File: config.mk
export PLATFORM = sky130hd
export DESIGN_NAME = ahb_ram_arbiter
export DESIGN_NICKNAME = d
export VERILOG_FILES = /design/src/rtl/ahb_ram_arbiter.sv
export SDC_FILE = /design/constraint.sdc
export NUM_CORES = 1
export LEC_CHECK = 0
export BUFFER_PORTS_ARGS = -buffer_cell sky130_fd_sc_hd__clkbuf_2
export CORE_AREA = 2 2 126 128
export CTS_CLUSTER_SIZE = 40
export DETAILED_ROUTE_END_ITERATION = 16
export DIE_AREA = 0 0 128 130
export PLACE_DENSITY = 0.72
export REMOVE_ABC_BUFFERS = 1
export SLEW_MARGIN = 10
export SYNTH_ARGS = -nofsm -noshare
export SYNTH_HDL_FRONTEND = slang
export SYNTH_SLANG_ARGS = --single-unit
File: constraint.sdc
create_clock -name HCLK -period 2.69 [get_ports HCLK]
set_input_delay 0.269 -clock HCLK [delete_from_list [all_inputs] [get_ports HCLK]]
set_output_delay 0.269 -clock HCLK [all_outputs]
set_load 0.01 [all_outputs]
File: src/rtl/ahb_ram_arbiter.sv
// Two-master AHB-Lite arbiter in front of a single zero-wait RAM slave; a losing address phase is
// buffered per master and replayed later. Define ARB_ROUND_ROBIN_EN for alternating NONSEQ priority.
module ahb_ram_arbiter #(
    parameter int ADDR_W = 32,
    parameter int DATA_W = 32
) (
    input  logic              HCLK,
    input  logic              HRESETn,
    input  logic              M0_HSEL,
    input  logic [ADDR_W-1:0] M0_HADDR,
    input  logic [1:0]        M0_HTRANS,
    input  logic              M0_HWRITE,
    input  logic [2:0]        M0_HSIZE,
    input  logic [DATA_W-1:0] M0_HWDATA,
    input  logic              M0_HREADY,
    output logic              M0_HREADYOUT,
    output logic [DATA_W-1:0] M0_HRDATA,
    output logic [1:0]        M0_HRESP,
    input  logic              M1_HSEL,
    input  logic [ADDR_W-1:0] M1_HADDR,
    input  logic [1:0]        M1_HTRANS,
    input  logic              M1_HWRITE,
    input  logic [2:0]        M1_HSIZE,
    input  logic [DATA_W-1:0] M1_HWDATA,
    input  logic              M1_HREADY,
    output logic              M1_HREADYOUT,
    output logic [DATA_W-1:0] M1_HRDATA,
    output logic [1:0]        M1_HRESP,
    output logic              S_HSEL,
    output logic [ADDR_W-1:0] S_HADDR,
    output logic [1:0]        S_HTRANS,
    output logic              S_HWRITE,
    output logic [2:0]        S_HSIZE,
    output logic [DATA_W-1:0] S_HWDATA,
    output logic              S_HREADY,
    input  logic              S_HREADYOUT,
    input  logic [DATA_W-1:0] S_HRDATA
);
    localparam logic [1:0] TR_SEQ = 2'b11;

    typedef enum logic [1:0] {OWN_NONE, OWN_M0, OWN_M1} own_t;
    typedef struct packed {
        logic [ADDR_W-1:0] addr;
        logic [1:0]        trans;
        logic              write;
        logic [2:0]        size;
    } xfer_t;

    own_t  dp_own;
    xfer_t live0, live1, hold0, hold1, src0, src1;
    logic  pend0, pend1, live_req0, live_req1, req0, req1;
    logic  lock1, m1_first, gnt0, gnt1;

    assign live0 = {M0_HADDR, M0_HTRANS, M0_HWRITE, M0_HSIZE};
    assign live1 = {M1_HADDR, M1_HTRANS, M1_HWRITE, M1_HSIZE};

    // A stalled master sees HREADY=0, so its live inputs never race its own buffered transfer.
    assign live_req0 = M0_HSEL & M0_HTRANS[1] & M0_HREADY;
    assign live_req1 = M1_HSEL & M1_HTRANS[1] & M1_HREADY;
    assign req0      = pend0 | live_req0;
    assign req1      = pend1 | live_req1;
    assign src0      = pend0 ? hold0 : live0;
    assign src1      = pend1 ? hold1 : live1;

    assign lock1 = (dp_own == OWN_M1) && req1 && (src1.trans == TR_SEQ);

`ifdef ARB_ROUND_ROBIN_EN
    logic last_grant;  // 0: M0 granted last, 1: M1 granted last

    assign m1_first = ~last_grant;

    always_ff @(posedge HCLK or negedge HRESETn) begin
        if (!HRESETn)
            last_grant <= 1'b1;
        else if (S_HREADYOUT && (gnt0 || gnt1))
            last_grant <= gnt1;
    end
`else
    assign m1_first = 1'b0;
`endif

    assign gnt1 = req1 && (lock1 || !req0 || m1_first);
    assign gnt0 = req0 && !gnt1;

    always_comb begin
        S_HSEL   = 1'b0;
        S_HADDR  = '0;
        S_HTRANS = 2'b00;
        S_HWRITE = 1'b0;
        S_HSIZE  = 3'b000;
        if (gnt0) begin
            S_HSEL = 1'b1;
            {S_HADDR, S_HTRANS, S_HWRITE, S_HSIZE} = src0;
        end else if (gnt1) begin
            S_HSEL = 1'b1;
            {S_HADDR, S_HTRANS, S_HWRITE, S_HSIZE} = src1;
        end
    end

    always_comb begin
        case (dp_own)
            OWN_M0:  S_HWDATA = M0_HWDATA;
            OWN_M1:  S_HWDATA = M1_HWDATA;
            default: S_HWDATA = '0;
        endcase
    end

    assign S_HREADY     = S_HREADYOUT;
    assign M0_HRDATA    = S_HRDATA;
    assign M1_HRDATA    = S_HRDATA;
    assign M0_HRESP     = 2'b00;
    assign M1_HRESP     = 2'b00;
    assign M0_HREADYOUT = ~(pend0 | ((dp_own == OWN_M0) & ~S_HREADYOUT));
    assign M1_HREADYOUT = ~(pend1 | ((dp_own == OWN_M1) & ~S_HREADYOUT));

    // A live request that is not issued this edge is parked, including while the slave stalls.
    always_ff @(posedge HCLK or negedge HRESETn) begin
        if (!HRESETn) begin
            dp_own <= OWN_NONE;
            pend0  <= 1'b0;
            pend1  <= 1'b0;
            hold0  <= '0;
            hold1  <= '0;
        end else begin
            if (S_HREADYOUT)
                dp_own <= gnt0 ? OWN_M0 : (gnt1 ? OWN_M1 : OWN_NONE);
            if (S_HREADYOUT && gnt0) begin
                pend0 <= 1'b0;
            end else if (live_req0) begin
                pend0 <= 1'b1;
                hold0 <= live0;
            end
            if (S_HREADYOUT && gnt1) begin
                pend1 <= 1'b0;
            end else if (live_req1) begin
                pend1 <= 1'b1;
                hold1 <= live1;
            end
        end
    end
endmodule

## Word-level counts from Yosys, hierarchy flattened

Index checks and enable logic that the tools add are counted.

| cells by class | value |
|---|---|
| equal/unequal tests | 3 |
| multiplexer cells | 19 |
| bitwise logic cells | 15 |
| reduce and logical (&&, ||, !) cells | 13 |

Operators with widths:

| operator | number |
|---|---|
| $mux 38 | 2 |
| $mux 32 | 2 |
| $pmux 32 s2 | 1 |
| $mux 1 | 8 |
| $mux 2 | 4 |
| $and 1x1->1 | 6 |
| $logic_and 1x1->1 | 6 |
| $mux 3 | 2 |
| $not 1->1 | 5 |
| $eq 2x2->1 const B | 2 |
| $or 1x1->1 | 4 |
| $reduce_and 2->1 | 2 |
| $reduce_bool 2->1 | 2 |
| $eq 2x1->1 const B | 1 |
| $logic_not 1->1 | 2 |
| $logic_or 1x1->1 | 1 |

| storage, ports and cells | value |
|---|---|
| output and inout port bits | 142 |
| register bits | 80 |
| input port bits | 179 |
| logic and storage cells | 61 |

## Depth between registers and ports, before layout

| depth | value |
|---|---|
| word-level depth | 12 |
| mapped depth | 9 |
| depth with buffers taken out | 6 |

## Worst setup path before layout

OpenSTA, ideal clock, no wires.

| timing | value |
|---|---|
| path kind | register -> output |
| start | reg dp_own[0] |
| end | out S_HADDR[22] |
| stages on the path, launching flop included | 10 |
| data required time | 2.421 ns |
| buffers on the path | 3 |
| data arrival time | 1.691 ns |
| path slack | 0.730 ns |
| path through | dfrtp_1 -> inv_1 -> ha_1 -> buf_2 -> nand4_1 -> a21o_1 -> o21ai_0 -> buf_2 -> buf_2 -> o22ai_1 |

| between the ends | value |
|---|---|
| longest elaborated chain between the ends | 8 |
| elaborated cells between the ends (all ways) | 9 |
| those cells by class | eq/ne: 1; mux: 2; reduce/logical: 6 |

RTL lines:

| item | line | source |
|---|---|---|
| from (decl) | 49 | `own_t dp_own;` |
| from (signal assigned) | 126 | `dp_own <= gnt0 ? OWN_M0 : (gnt1 ? OWN_M1 : OWN_NONE);` |
| $eq 2x2->1 * | 65 | `assign lock1 = (dp_own == OWN_M1) && req1 && (src1.trans == TR_SEQ);` |
| $logic_and 1x1->1 * (2 in a row) | 65 |  |
| $logic_or 1x1->1 * | 82 | `assign gnt1 = req1 && (lock1 \|\| !req0 \|\| m1_first);` |
| $logic_and 1x1->1 * | 82 |  |
| $logic_not 1->1 | 83 | `assign gnt0 = req0 && !gnt1;` |
| $logic_and 1x1->1 | 83 |  |
| $mux 32 * | 91 | `if (gnt0) begin` |
| to (decl) | 30 | `output logic [ADDR_W-1:0] S_HADDR,` |

Mark *: on every way between the ends. The rest lies on a longest branch, timed or not.

## Final worst setup path

| timing | value |
|---|---|
| start | reg dp_own[0] |
| end | out S_HADDR[14] |

Same word-level chain as after synthesis.

==> results.sh <==
export IMPL_routabilityCongestion=0.764
export IMPL_synthXorXnorAreaFrac_pct=0
export IMPL_place_hpwl_um=13100
export IMPL_powerDensity_mw_per_mm2=632
export IMPL_sequential_cell_area_mm2=0.00200
export IMPL_die_y_um=130
export IMPL_worst_setup_path_start_kind="flip-flop"
export IMPL_syn_area_per_cell_um2=11.1
export IMPL_diodes=0
export IMPL_hold_class="input port to flip-flop"
export IMPL_synthSimpleGateAreaFrac_pct=3.62
export IMPL_crit_fanout=20
export IMPL_drtAntennaViolNets=0
export IMPL_placed_area_mm2=0.00599
export IMPL_synth_area_mm2=0.00519
export IMPL_vias=4213
export IMPL_syn2layout_area_growth_pct=21.9
export IMPL_grt_max_degree=45
export IMPL_min_period_over_period_pct=92.9
export IMPL_drt_iter0_drc=132
export IMPL_worstPathRequired_ns=2.42
export IMPL_final_nets=789
export IMPL_crit_arrival_ns=2.23
export IMPL_die_w_um=128
export IMPL_r2r_start="dp_own[0]"
export IMPL_yosysTopAreaCell="dfrtp_1"
export IMPL_p_sw_share_pct=30.4
export IMPL_holdWs_ns=0.152
export IMPL_placed_cells=787
export IMPL_maxSlewViolCount=0
export IMPL_r2r_slack_ns=0.36
export IMPL_antenna_found_initial=0
export IMPL_leakage_nw=2.95
export IMPL_crit_start="dp_own[0]"
export IMPL_pwr_share_seq_pct=40.2
export IMPL_fillers=1485
export IMPL_synth_edf_count=0
export IMPL_drc=0
export IMPL_max_cap_viol_count=0
export IMPL_yosysTopAreaCellShare_pct=38.6
export IMPL_drive_gt1_share_pct=51.4
export IMPL_period_needed_ns=2.50
export IMPL_synth_area_top_cells="dfrtp_1, mux2i_1, buf_4, mux2_2, mux2_4"
export IMPL_ir_drop_mv=0.377
export IMPL_htree_num_levels=3
export IMPL_r2r_end="hold0[9]"
export IMPL_initial_core_util_pct=33.6
export IMPL_dieArea_mm2=0.0166
export IMPL_final_cells=805
export IMPL_end_kind="output pin"
export IMPL_io_buffers=220
export IMPL_tightest_slew_ns=0.821
export IMPL_grt_pass1_wl_um=24400
export IMPL_final_area_mm2=0.00632
export IMPL_wl_per_cell_um=21.7
export IMPL_async_flop_share_pct=100
export IMPL_multi_input_area_mm2=0.00251
export IMPL_hold_viol_final=0
export IMPL_firstDrtPassIters=4
export IMPL_synth_top_family_by_area="multiplexers"
export IMPL_grt_overflow_total=0
export IMPL_min_from="M1_HADDR[17]"
export IMPL_finalPower_mw=4.00
export IMPL_p_switching_mw=1.21
export IMPL_path_class="flip-flop to output pin"
export IMPL_synthCells=466
export IMPL_post_cts_buffers=0
export IMPL_yosys_warnings=0
export IMPL_synth_common_cells="dfrtp_1, mux2i_1, buf_4"
export IMPL_reg2reg_depth=7
export IMPL_fin_util_pct=41.0
export IMPL_p_comb_share_pct=27.7
export IMPL_fmax_mhz=400
export IMPL_synth_seq_cells=80
export IMPL_cts_tree="yes"
export IMPL_grt_pass1_vias=4073
export IMPL_synth_flop_cell="dfrtp_1"
export IMPL_synth_area_mux_share_pct=32.5
export IMPL_grt_usage_pct=20.1
export IMPL_p_int_mw=2.78
export IMPL_drt_wl_total_um=17500
export IMPL_cts_num_sinks=80
export IMPL_yosysMostFrequentCell="dfrtp_1"
export IMPL_fin_skew_ns=0.0121
export IMPL_cts_clk_slew_worst_paths_ns=0.07
export IMPL_rows=46
export IMPL_synthAdderAreaFrac_pct=0.482
export IMPL_synth_compound_area_share_pct=10.5
export IMPL_via_per_inst=5.23
export IMPL_clkLatencyLatePin_ns=0.35
export IMPL_coreArea_mm2=0.0154
export IMPL_rsz0062_at_grt="false"
export IMPL_cts_buffer_depth=2
export IMPL_ios=321
export IMPL_setup_violations=0
export IMPL_status="complete, no violations"
export IMPL_cts_inserted_buffers=9
export IMPL_synth_cell_type_count=30
export IMPL_endpoint="S_HADDR[14]"
export IMPL_clockPowerShare_pct=32.1
export IMPL_clockRootBuffer="clkbuf_16"
export IMPL_relSlewSlack_pct=45.0
export IMPL_ys_seq_area_share_pct=38.6
sequential cells by signal, summed over array words and instances, names as in the netlist:
register,cells
hold0,38
hold1,38
dp_own,2
pend0,1
pend1,1
repair_timing:
action	4_1_cts	5_1_grt
hold endpoints to repair	36	0
hold buffers	1	0
endpoints found under the setup margin	0	24
gates resized for setup	0	1
cells by family (layout without fill, tap and decap cells):
kind of cell    after synthesis  in the layout
flops                        80             80
simple gates                 41             41
fa+ha+maj                     2              2
compound gates               80             81
other cells                   1              4
mux                         152            152
buf+inv                     110            253
final cells by class:
class	count	area share, %
multi-input combinational	280	39.6
sequential	80	31.7
timing repair buffer	234	19.7
tap	192	3.80
clock buffer	10	3.78
clock inverter	6	1.17
inverter	3	0.178
worst min path at each step:
stage                endpoint  slack [ns]  depth (start not counted)
floorplan           dp_own[0]       -0.03                          0
global placement    hold1[17]        0.27                          1
detailed placement  hold1[17]        0.27                          1
CTS                 hold1[23]        0.14                          2
global route        hold1[14]        0.15                          2
finish              hold1[23]        0.15                          2
power by group through the flow:
stage	sequential, mW	clock [mW]	combinational (mW)
after floorplan	1.61	0	0.657
after detailed placement	1.63	0	1.11
after CTS	1.61	1.32	1.11
final	1.61	1.28	1.11
after global placement	1.61	0	1.09
after global routing	1.64	1.38	1.21
cells in the final DEF (no fill, tap or decap), drive strengths merged, types with 5 or more instances in the layout:
cell type,instances
inv,5
mux2,74
clkbuf,229
a21oi,5
nor2,33
a22oi,32
o22ai,38
dfrtp,80
mux2i,78
buf,14
layer usage:
metal	track usage [%]	share of wire [%]
met1	24.9	42
met5	3.82	0.26
met2	27.7	40
met3	14.9	17
met4	4.01	0.71
through the flow:
step / setup TNS (ns) / setup WS (ns)
floorplan: -159.68 / -1.77
global placement: 0 / 0.483
detailed placement: 0 / 0.430
CTS: 0 / 0.117
global route: 0 / 0.0199
finish: 0 / 0.190
critical path, stage by stage (launching register included):
cell and delay (ns):
dfrtp_1 0.39, inv_1 0.08, ha_1 0.23, nand4_1 0.15, a21o_1 0.32, o21ai_4 0.35
o22ai_1 0.17, clkbuf_2 0.18
No activity file was read; power rests on OpenSTA's default activity.
